`config.mk`:
```
export PLATFORM = sky130hd
export DESIGN_NAME = ex_wb_arbiter_flat
export DESIGN_NICKNAME = d
export VERILOG_FILES = /design/src/rtl/ex_wb_arbiter_pkg.sv /design/src/rtl/ex_wb_arbiter_if.sv /design/src/rtl/ex_wb_arbiter_wb_fifo.sv /design/src/rtl/ex_wb_arbiter.sv /design/src/flat_wrapper.sv
export SDC_FILE = /design/constraint.sdc
export NUM_CORES = 2
export LEC_CHECK = 0
export CAP_MARGIN = 20
export CORE_AREA = 2 2 470 472
export CTS_CLUSTER_DIAMETER = 60
export DETAILED_ROUTE_END_ITERATION = 7
export DIE_AREA = 0 0 472 474
export PLACE_DENSITY_LB_ADDON = 0.25
export SYNTH_ARGS = -nofsm -noshare
export SYNTH_HDL_FRONTEND = slang
export SYNTH_SLANG_ARGS = --single-unit
export TNS_END_PERCENT = 30
```
`constraint.sdc`:
```
create_clock -name clk_i -period 18.45 [get_ports clk_i]
set_input_delay 3.69 -clock clk_i [delete_from_list [all_inputs] [get_ports clk_i]]
set_output_delay 3.69 -clock clk_i [all_outputs]
set_load 0.03 [all_outputs]
```
`src/rtl/ex_wb_arbiter_pkg.sv`:
```
// Shared types and constants for the execute-stage writeback arbiter.
// Entry layout mirrors what the scoreboard write ports expect.
package ex_wb_arbiter_pkg;

  localparam int unsigned XLEN          = 64;
  localparam int unsigned TRANS_ID_BITS = 3;
  localparam int unsigned NR_WB_CH      = 4;

  typedef logic [XLEN-1:0] xlen_t;

  typedef struct packed {
    xlen_t cause;
    xlen_t tval;
    logic  valid;
  } exception_t;

  typedef struct packed {
    xlen_t                    result;
    logic [TRANS_ID_BITS-1:0] trans_id;
    exception_t               ex;
  } wb_entry_t;

  // Index width that never collapses to zero bits for single-entry ranges.
  function automatic int unsigned idx_w(input int unsigned n);
    return (n > 1) ? $clog2(n) : 1;
  endfunction

endpackage

```
`src/rtl/ex_wb_arbiter_if.sv`:
```
// Producer-side result channels and scoreboard-side write ports of the arbiter.
// The arbiter uses the slave modport; whoever drives results uses master.
interface ex_wb_arbiter_if
  import ex_wb_arbiter_pkg::*;
#(
  parameter int unsigned NR_CH       = NR_WB_CH,
  parameter int unsigned NR_WB_PORTS = 2
);
  localparam int unsigned CH_W = idx_w(NR_CH);

  logic       [NR_CH-1:0]                    in_valid;
  logic       [NR_CH-1:0]                    in_ready;
  logic       [NR_CH-1:0][XLEN-1:0]          in_result;
  logic       [NR_CH-1:0][TRANS_ID_BITS-1:0] in_trans_id;
  exception_t [NR_CH-1:0]                    in_ex;

  logic       [NR_WB_PORTS-1:0]                    wb_valid;
  logic       [NR_WB_PORTS-1:0][XLEN-1:0]          wb_result;
  logic       [NR_WB_PORTS-1:0][TRANS_ID_BITS-1:0] wb_trans_id;
  exception_t [NR_WB_PORTS-1:0]                    wb_ex;
  logic       [NR_WB_PORTS-1:0][CH_W-1:0]          wb_ch;

  logic       [NR_CH-1:0]                    ch_pending;

  modport master (
    output in_valid, in_result, in_trans_id, in_ex,
    input  in_ready, wb_valid, wb_result, wb_trans_id, wb_ex, wb_ch, ch_pending
  );

  modport slave (
    input  in_valid, in_result, in_trans_id, in_ex,
    output in_ready, wb_valid, wb_result, wb_trans_id, wb_ex, wb_ch, ch_pending
  );

endinterface

```
`src/rtl/ex_wb_arbiter_wb_fifo.sv`:
```
// Per-channel result FIFO: register storage with explicit occupancy count.
// DEPTH must be a power of two so the pointers wrap by plain overflow.
module wb_fifo
  import ex_wb_arbiter_pkg::*;
#(
  parameter int unsigned DEPTH = 2
) (
  input  logic      clk_i,
  input  logic      rst_i,
  input  logic      clear_i,
  input  logic      push_i,
  input  logic      pop_i,
  input  wb_entry_t data_i,
  output logic      full_o,
  output logic      empty_o,
  output wb_entry_t data_o
);

  localparam int unsigned PTR_W = idx_w(DEPTH);
  localparam int unsigned CNT_W = $clog2(DEPTH) + 1;

  wb_entry_t        mem_q [DEPTH];
  logic [PTR_W-1:0] wr_ptr_q, wr_ptr_d;
  logic [PTR_W-1:0] rd_ptr_q, rd_ptr_d;
  logic [CNT_W-1:0] cnt_q, cnt_d;
  logic             do_push, do_pop;

  assign full_o  = (cnt_q == CNT_W'(DEPTH));
  assign empty_o = (cnt_q == '0);
  assign do_push = push_i & ~full_o;
  assign do_pop  = pop_i & ~empty_o;
  assign data_o  = mem_q[rd_ptr_q];

  always_comb begin
    wr_ptr_d = wr_ptr_q + PTR_W'(do_push);
    rd_ptr_d = rd_ptr_q + PTR_W'(do_pop);
    cnt_d    = cnt_q + CNT_W'(do_push) - CNT_W'(do_pop);
  end

  always_ff @(posedge clk_i) begin
    if (rst_i || clear_i) begin
      wr_ptr_q <= '0;
      rd_ptr_q <= '0;
      cnt_q    <= '0;
    end else begin
      wr_ptr_q <= wr_ptr_d;
      rd_ptr_q <= rd_ptr_d;
      cnt_q    <= cnt_d;
    end
  end

  // Data array carries no reset; the head is only observed when non-empty.
  always_ff @(posedge clk_i) begin
    if (do_push) mem_q[wr_ptr_q] <= data_i;
  end

endmodule

```
`src/rtl/ex_wb_arbiter.sv`:
```
// Buffers results from NR_CH functional units and grants up to NR_WB_PORTS per
// cycle: fixed-priority channels first, then round-robin over the rest.
module ex_wb_arbiter
  import ex_wb_arbiter_pkg::*;
#(
  parameter int unsigned      NR_CH       = NR_WB_CH,
  parameter int unsigned      NR_WB_PORTS = 2,
  parameter int unsigned      FIFO_DEPTH  = 2,
  parameter logic [NR_CH-1:0] HIGH_PRIO   = NR_CH'(1)
) (
  input logic            clk_i,
  input logic            rst_i,
  input logic            flush_i,
  ex_wb_arbiter_if.slave wb_if
);

  localparam int unsigned CH_W   = idx_w(NR_CH);
  localparam int unsigned PORT_W = idx_w(NR_WB_PORTS);

  wb_entry_t [NR_CH-1:0]                 head;
  logic      [NR_CH-1:0]                 full, empty, push, pop, grant;
  logic      [NR_WB_PORTS-1:0]           port_vld;
  logic      [NR_WB_PORTS-1:0][CH_W-1:0] port_ch;
  logic      [CH_W-1:0]                  rr_ptr_q, rr_ptr_d;
  logic      [PORT_W:0]                  n_gnt;
  logic      [CH_W:0]                    rr_idx;
  logic      [CH_W-1:0]                  rr_ch;
  logic                                  kill;

  assign kill = rst_i | flush_i;

  for (genvar c = 0; c < NR_CH; c++) begin : g_fifo
    wb_entry_t in_entry;
    assign in_entry = '{result:   wb_if.in_result[c],
                        trans_id: wb_if.in_trans_id[c],
                        ex:       wb_if.in_ex[c]};
    wb_fifo #(.DEPTH(FIFO_DEPTH)) i_fifo (
      .clk_i   (clk_i),
      .rst_i   (rst_i),
      .clear_i (flush_i),
      .push_i  (push[c]),
      .pop_i   (pop[c]),
      .data_i  (in_entry),
      .full_o  (full[c]),
      .empty_o (empty[c]),
      .data_o  (head[c])
    );
  end

  assign wb_if.in_ready   = ~full & {NR_CH{~kill}};
  assign push             = wb_if.in_valid & wb_if.in_ready;
  assign pop              = grant & {NR_CH{~kill}};
  assign wb_if.ch_pending = ~empty & {NR_CH{~rst_i}};

  // Grants are filled in order; the running count n_gnt selects the port.
  always_comb begin
    grant    = '0;
    port_vld = '0;
    port_ch  = '0;
    rr_ptr_d = rr_ptr_q;
    n_gnt    = '0;
    rr_idx   = '0;
    rr_ch    = '0;
    for (int unsigned i = 0; i < NR_CH; i++) begin
      if (HIGH_PRIO[i] && !empty[i] && (n_gnt < (PORT_W+1)'(NR_WB_PORTS))) begin
        grant[i]                   = 1'b1;
        port_vld[n_gnt[PORT_W-1:0]] = 1'b1;
        port_ch[n_gnt[PORT_W-1:0]]  = CH_W'(i);
        n_gnt                       = n_gnt + (PORT_W+1)'(1);
      end
    end
    for (int unsigned i = 0; i < NR_CH; i++) begin
      rr_idx = {1'b0, rr_ptr_q} + (CH_W+1)'(i);
      if (rr_idx >= (CH_W+1)'(NR_CH)) rr_idx = rr_idx - (CH_W+1)'(NR_CH);
      rr_ch = rr_idx[CH_W-1:0];
      if (!HIGH_PRIO[rr_ch] && !empty[rr_ch] && (n_gnt < (PORT_W+1)'(NR_WB_PORTS))) begin
        grant[rr_ch]                = 1'b1;
        port_vld[n_gnt[PORT_W-1:0]] = 1'b1;
        port_ch[n_gnt[PORT_W-1:0]]  = rr_ch;
        n_gnt                       = n_gnt + (PORT_W+1)'(1);
        rr_ptr_d = (rr_ch == CH_W'(NR_CH - 1)) ? '0 : rr_ch + CH_W'(1);
      end
    end
    if (flush_i) rr_ptr_d = rr_ptr_q;
  end

  always_comb begin
    wb_if.wb_valid    = '0;
    wb_if.wb_result   = '0;
    wb_if.wb_trans_id = '0;
    wb_if.wb_ex       = '0;
    wb_if.wb_ch       = '0;
    for (int unsigned k = 0; k < NR_WB_PORTS; k++) begin
      if (port_vld[k] && !kill) begin
        wb_if.wb_valid[k]    = 1'b1;
        wb_if.wb_result[k]   = head[port_ch[k]].result;
        wb_if.wb_trans_id[k] = head[port_ch[k]].trans_id;
        wb_if.wb_ex[k]       = head[port_ch[k]].ex;
        wb_if.wb_ch[k]       = port_ch[k];
      end
    end
  end

  always_ff @(posedge clk_i) begin
    if (rst_i) rr_ptr_q <= '0;
    else       rr_ptr_q <= rr_ptr_d;
  end

endmodule

```
`src/flat_wrapper.sv`:
```
// flat-port wrapper written by rule: the top's interface ports become plain ports
module ex_wb_arbiter_flat import ex_wb_arbiter_pkg::*;
#(
  parameter int unsigned      NR_CH       = NR_WB_CH,
  parameter int unsigned      NR_WB_PORTS = 2,
  parameter int unsigned      FIFO_DEPTH  = 2,
  parameter logic [NR_CH-1:0] HIGH_PRIO   = NR_CH'(1)
)
  (clk_i, rst_i, flush_i, wb_if_in_valid, wb_if_in_result, wb_if_in_trans_id, wb_if_in_ex, wb_if_in_ready, wb_if_wb_valid, wb_if_wb_result, wb_if_wb_trans_id, wb_if_wb_ex, wb_if_wb_ch, wb_if_ch_pending);
  ex_wb_arbiter_if #(.NR_CH(NR_CH), .NR_WB_PORTS(NR_WB_PORTS)) wb_if_i ();
  input logic clk_i;
  input logic rst_i;
  input logic flush_i;
  input wire logic [$bits(wb_if_i.in_valid)-1:0] wb_if_in_valid;
  input wire logic [$bits(wb_if_i.in_result)-1:0] wb_if_in_result;
  input wire logic [$bits(wb_if_i.in_trans_id)-1:0] wb_if_in_trans_id;
  input wire logic [$bits(wb_if_i.in_ex)-1:0] wb_if_in_ex;
  output wire logic [$bits(wb_if_i.in_ready)-1:0] wb_if_in_ready;
  output wire logic [$bits(wb_if_i.wb_valid)-1:0] wb_if_wb_valid;
  output wire logic [$bits(wb_if_i.wb_result)-1:0] wb_if_wb_result;
  output wire logic [$bits(wb_if_i.wb_trans_id)-1:0] wb_if_wb_trans_id;
  output wire logic [$bits(wb_if_i.wb_ex)-1:0] wb_if_wb_ex;
  output wire logic [$bits(wb_if_i.wb_ch)-1:0] wb_if_wb_ch;
  output wire logic [$bits(wb_if_i.ch_pending)-1:0] wb_if_ch_pending;
  assign wb_if_i.in_valid = wb_if_in_valid;
  assign wb_if_i.in_result = wb_if_in_result;
  assign wb_if_i.in_trans_id = wb_if_in_trans_id;
  assign wb_if_i.in_ex = wb_if_in_ex;
  assign wb_if_in_ready = wb_if_i.in_ready;
  assign wb_if_wb_valid = wb_if_i.wb_valid;
  assign wb_if_wb_result = wb_if_i.wb_result;
  assign wb_if_wb_trans_id = wb_if_i.wb_trans_id;
  assign wb_if_wb_ex = wb_if_i.wb_ex;
  assign wb_if_wb_ch = wb_if_i.wb_ch;
  assign wb_if_ch_pending = wb_if_i.ch_pending;
  ex_wb_arbiter #(.NR_CH(NR_CH), .NR_WB_PORTS(NR_WB_PORTS), .FIFO_DEPTH(FIFO_DEPTH), .HIGH_PRIO(HIGH_PRIO)) u_core (.clk_i(clk_i), .rst_i(rst_i), .flush_i(flush_i), .wb_if(wb_if_i));
endmodule
```
## After elaboration in Yosys (flattened, before gate mapping)

Memories as Yosys holds them, arrays and structs flattened. A register that Yosys moved wholly into a read port is not among the register bits.
Cells that the tools add are included.

- Memories kept: 4
- Latch bits: 0
- Output and inout port bits: 406
- Bits in registers: 18
- Memory bits (writable): 1568
- Memory bits (read-only): 0
- Word-level logic and storage cells: 248

- Add/sub/neg operators: 30
- Bitwise operators: 35
- Mux-type cells: 98
- Shift-type cells: 0
- Reductions and logical operators: 34
- $mul: 0
- Equal/unequal tests: 8
- Order comparisons: 26
- Divide/modulo/power cells: 0

Memories:

| name | words | bits a word | read ports | clocked after memory_dff | wr ports | RTL line | RTL |
|---|---|---|---|---|---|---|---|
| u_core.g_fifo[0].i_fifo.mem_q | 2 | 196 | 1 | 1 | 1 | ex_wb_arbiter_wb_fifo.sv:22 | `wb_entry_t mem_q [DEPTH];` |
| u_core.g_fifo[1].i_fifo.mem_q | 2 | 196 | 1 | 1 | 1 | ex_wb_arbiter_wb_fifo.sv:22 |  |
| u_core.g_fifo[2].i_fifo.mem_q | 2 | 196 | 1 | 1 | 1 | ex_wb_arbiter_wb_fifo.sv:22 |  |
| u_core.g_fifo[3].i_fifo.mem_q | 2 | 196 | 1 | 1 | 1 | ex_wb_arbiter_wb_fifo.sv:22 |  |

Operators by type and width:

| operator | number |
|---|---|
| $bmux W196 S2 | 2 |
| $mux W196 | 2 |
| $mux W129 | 2 |
| $mux W64 | 2 |
| $mux W2 | 25 |
| $mux W1 | 32 |
| $mux W4 | 8 |
| $and A4 B4 Y4 | 5 |
| $logic_and A1 B1 Y1 | 18 |
| $lt A2 B3 Y1 const B | 6 |
| $bmux W1 S2 | 8 |
| $eq A2 B2 Y1 const B | 8 |
| $add A2 B1 Y2 const B | 6 |
| $bwmux W4 | 3 |
| $or A4 B4 Y4 | 3 |
| $not A1 Y1 | 11 |
| $lt A1 B2 Y1 const B | 5 |
| $ge A3 B3 Y1 const B | 3 |
| $logic_not A1 Y1 | 9 |
| $add A1 B1 Y1 | 8 |
| $add A2 B1 Y2 | 4 |
| $and A1 B1 Y1 | 8 |
| $demux W1 S2 | 4 |
| $demux W2 S1 | 4 |
| 20 further kinds | 45 |

## Depth between registers and ports, before layout

- Word-level depth: 23
- Mapped depth: 20
- Gate-level depth less buffers: 17

## Hierarchy

Synthesis repeated with hierarchy kept, for this count alone.

- Cell total of the unflattened synthesis: 4027
- Area, all modules: 72276.8 µm²

By module, submodules not included:

| module | area an instance (µm²) | instances | cells each |
|---|---|---|---|
| wb_fifo | 14790.4 | 4 | 633 |
| ex_wb_arbiter | 13115.1 | 1 | 1495 |

## Worst setup path after synthesis

No wires, ideal clock.

- Kind: input port to flip-flop
- From: in rst_i
- To: mem u_core.g_fifo[0].i_fifo.mem_q[1][0] (netlist bit) (enable)
- Arrival time: 9.653 ns
- Data required time: 17.868 ns
- Stages on the path: 6
- Path slack: 8.215 ns
- Setup time: 0.582 ns
- Path through: clkbuf_1 or2_2 clkbuf_1 a21oi_1 and2_1 ha_1

- Longest elaborated chain between the ends: 7

RTL lines:

| item | RTL line | RTL |
|---|---|---|
| start, declared | flat_wrapper.sv:12 | `input logic rst_i;` |
| $or A1 B1 Y1 | ex_wb_arbiter.sv:30 | `assign kill = rst_i \| flush_i;` |
| $not A1 Y1 | ex_wb_arbiter.sv:50 | `assign wb_if.in_ready = ~full & {NR_CH{~kill}};` |
| $and A4 B4 Y4 | ex_wb_arbiter.sv:50 |  |
| net wb_if_in_ready[0] | flat_wrapper.sv:18 | `output wire logic [$bits(wb_if_i.in_ready)-1:0] wb_if_in_ready;` |
| $and A4 B4 Y4 | ex_wb_arbiter.sv:51 | `assign push = wb_if.in_valid & wb_if.in_ready;` |
| $and A1 B1 Y1 | ex_wb_arbiter_wb_fifo.sv:30 | `assign do_push = push_i & ~full_o;` |
| $mux W1 | ex_wb_arbiter_wb_fifo.sv:54 | `if (do_push) mem_q[wr_ptr_q] <= data_i;` |
| $mux W1 (not written as such) | ex_wb_arbiter_wb_fifo.sv:54 |  |
| end, declared | ex_wb_arbiter_wb_fifo.sv:22 |  |

The timed path passes the listed nets, and every way through them passes these cells.

## Worst setup path in the final report

- From: in rst_i
- To: out wb_if_wb_ex[69]

- Longest elaborated chain between the ends: 4

RTL lines:

| item | RTL line | RTL |
|---|---|---|
| $or A1 B1 Y1 | ex_wb_arbiter.sv:30 |  |
| $logic_not A1 Y1 | ex_wb_arbiter.sv:94 | `if (port_vld[k] && !kill) begin` |
| $logic_and A1 B1 Y1 | ex_wb_arbiter.sv:94 |  |
| $mux W129 | ex_wb_arbiter.sv:94 |  |
| end, declared | flat_wrapper.sv:22 | `output wire logic [$bits(wb_if_i.wb_ex)-1:0] wb_if_wb_ex;` |

No other way between the ends.

==> results.toml <==
[worst_setup_path]
crit_arrival_ns = 8.41
reg2reg_slack_ns = 13.50
r2r_cells = 15
cp-start-kind = "input port"
critPathKind = "input port to output pin"
startpoint = "rst_i"
cp.required_ns = 14.76
critPathSlowestCell = "clkdlybuf4s50_1"
crit_chain = "clkdlybuf4s50_1 -> or2_2 -> a31oi_1 -> nand2_4 -> buf_4 -> buf_4 -> o22ai_1 -> clkdlybuf4s50_1"
path_max_fanout = 60
end_kind = "output pin"
r2r-start = "u_core.rr_ptr_q[0]$_SDFFE_PP0P_"
timing.rr.end = "u_core.g_fifo[1].i_fifo.cnt_q[1]$_SDFF_PN0_"
slowest_delay_ns = 0.78
crit_path_end = "wb_if_wb_ex[69]"

[timing]
skew_ns = 0.05750
slew_headroom = 0.1959
slew_violations = 0
max_slew.worst_pin.slew_ns = 1.206
fin_crit_ns = 12.10
setup_tns_ns = 0
rsz0062_at_grt = "false"
hold_ws_ns = 0.6022
fmax_mhz = 82.64
finalHoldViolCount = 0
period_share = 0.6559
setup_viol = 0
finalWorstSetupSlack_ns = 6.349

[final_layout]
layout_common_cells = "1568 x edfxtp_1, 1196 x clkdlybuf4s50_1, 780 x mux2_2, 593 x mux2i_1, 420 x nor2_1"
final_common_cell = "edfxtp_1"
drive_above_1_share = 0.2179
syn_to_final_growth_pct = 29.92
layout.nets = 6262

[grt]
grt_pass1_wl_um = 359100
gr-total-overflow = 0
antenna_found_initial = 130
grt_max_degree = 123
grt_pass1_vias = 45620
grt_usage = 0.2271

[die]
row_count = 172
io_pins = 1197
coreArea_um2 = 218700
die_area_um2 = 223700
start_util = 0.3219
die_h_um = 474
fp.dieW_um = 472

[power]
p_leak_nw = 32.35
ir_worst_vdd_mv = 0.2457
pwr-share-clk = 0.313
power_switching_mw = 3.956
seqPwrFrac = 0.347
power.density_nw_per_um2 = 127.6
comb_power_share = 0.340
p_sw_frac = 0.3391
p_int_mw = 7.711

[hold_path]
hold_path.class = "flip-flop to flip-flop"
worstHoldStart = "u_core.g_fifo[0].i_fifo.cnt_q[1]$_SDFF_PN0_"

[clocking]
clk_pin_slew_ns = 0.06
cts_made_buffers = 187
postCtsSetupRepairBufs = 0
htreeDepth = 4
cts_resized = 0
cts_max_path_buffers = 3
ctsRootBufferMaster = "clkbuf_16"
cts_tree = "yes"
cts_sinks = 1586
hold_buffers = 0
clk-insertion-delay-late_ns = 0.84

[synth]
netlist_instances = 4277
synth_nets = 5095
synth_ff_type = "edfxtp_1"
synthesis.area_um2 = 70370
ys_seq_area_frac = 0.6742
yosysUniqueCellTypes = 69
synth-edff-count = 1568
syn_area_per_cell_um2 = 16.45
synth_seq_cells = 1586
ys_async_sr_fraction = 0
ys_warn_count = 0

[routing]
routedWlPerCell_um = 30.96
drtAntennaViolNets = 0
drtPass1Iterations = 5
routed_wl_um = 264700
drt-initial-drc-count = 3716
drt_drc_violations_left = 0
vias = 45310
vias_per_cell = 5.300

[placed_design]
place.gp.congestion = 0.9101
place.port_buffers = 1196
dp.final_hpwl_um = 176600
place_ws_ns = 6.478

[status]
outcome = "completed"

[flow_run]
maxCapViolCount = 0
==> through the flow <==
stage / power (mW) / instances / utilization / cell area (um2)
4_1_cts: 11.76 / 8474 / 0.4173 / 91240
5_1_grt: 12.03 / 8516 / 0.4178 / 91350
3_3_place_gp: 8.066 / 8126 / 0.3896 / 85180
3_5_place_dp: 8.084 / 8126 / 0.3896 / 85190
2_1_floorplan: 6.897 / 4277 / - / 70370
6_report: 11.67 / 8549 / 0.4181 / 91430
==> cell usage after synthesis, types with 10 or more instances <==
cell type	n	area, um2
edfxtp_1	1568	47090
mux2_2	780	8783
mux2i_1	593	5936
nor2_1	420	1577
o22ai_1	196	1226
clkbuf_1	147	551.8
o32ai_1	135	1182
buf_2	72	360.4
o32ai_2	59	959.7
buf_6	55	619.3
inv_1	31	116.4
ha_1	27	337.8
buf_4	19	142.6
nand2_1	19	71.32
dfxtp_1	18	360.4
a211oi_1	10	75.07
nor3_1	10	50.05
==> cell families after synthesis <==
group / share of synthesized area
AND/OR/NAND/NOR: 0.02919
AO/OA/AOI/OAI: 0.05517
buffers and inverters: 0.02560
flip-flops: 0.6742
multiplexers: 0.2098
XOR/XNOR: 0.001244
adder cells (fa/ha/maj): 0.004800
==> sequential cells by signal, indices dropped and copies added, names as in the netlist <==
| signal | flops |
|---|---|
| u_core.g_fifo.i_fifo.cnt_q | 8 |
| u_core.g_fifo.i_fifo.mem_q | 1568 |
| u_core.g_fifo.i_fifo.rd_ptr_q | 4 |
| u_core.g_fifo.i_fifo.wr_ptr_q | 4 |
| u_core.rr_ptr_q | 2 |
==> power groups by stage <==
stage	Clock (mW)	Sequential [mW]	Combinational [mW]
3_3_place_gp	0	4.12	3.95
4_1_cts	3.74	4.05	3.97
5_1_grt	3.87	4.05	4.11
3_5_place_dp	0	4.12	3.96
6_report	3.65	4.05	3.97
2_1_floorplan	0	4.13	2.77
==> worst min path at each step <==
| stage | end | depth (start not counted) | slack, ns |
|---|---|---|---|
| after floorplan | u_core.g_fifo[1].i_fifo.wr_ptr_q$_SDFF_PN0_ | 3 | 0.53 |
| after global placement | u_core.g_fifo[0].i_fifo.cnt_q[1]$_SDFF_PN0_ | 2 | 0.59 |
| after detailed placement | u_core.g_fifo[0].i_fifo.cnt_q[1]$_SDFF_PN0_ | 2 | 0.60 |
| after CTS | u_core.g_fifo[0].i_fifo.cnt_q[1]$_SDFF_PN0_ | 2 | 0.60 |
| after global routing | u_core.g_fifo[2].i_fifo.cnt_q[1]$_SDFF_PN0_ | 2 | 0.65 |
| final | u_core.g_fifo[0].i_fifo.cnt_q[1]$_SDFF_PN0_ | 2 | 0.60 |
==> per-layer routing <==
metal / vias to the layer above / track usage / part of all wire
met5: - / 0 / 0.0025
li1: 19400 / - / -
met4: 108 / 0.1032 / 0.043
met2: 1901 / 0.3732 / 0.47
met3: 497 / 0.07279 / 0.086
met1: 23400 / 0.2709 / 0.39
==> area by class of cell <==
| type | instances | area (um2) |
|---|---|---|
| Clock inverter | 107 | 1039 |
| Fill cell | 19830 | 127200 |
| Timing Repair Buffer | 1274 | 12720 |
| Inverter | 31 | 116.4 |
| Sequential cell | 1586 | 47460 |
| Clock buffer | 241 | 5010 |
| Antenna cell | 75 | 187.7 |
| Multi-Input combinational cell | 2364 | 21300 |
| Tap cell | 2871 | 3592 |
==> critical path, delay by kind of cell <==
| kind | cells | cell delay (ns) |
|---|---|---|
| buffers and inverters | 4 | 2.31 |
| and+or+nand+nor | 2 | 1.13 |
| AOI/OAI and AO/OA | 2 | 1.08 |
No activity file was read; power rests on OpenSTA's default activity.
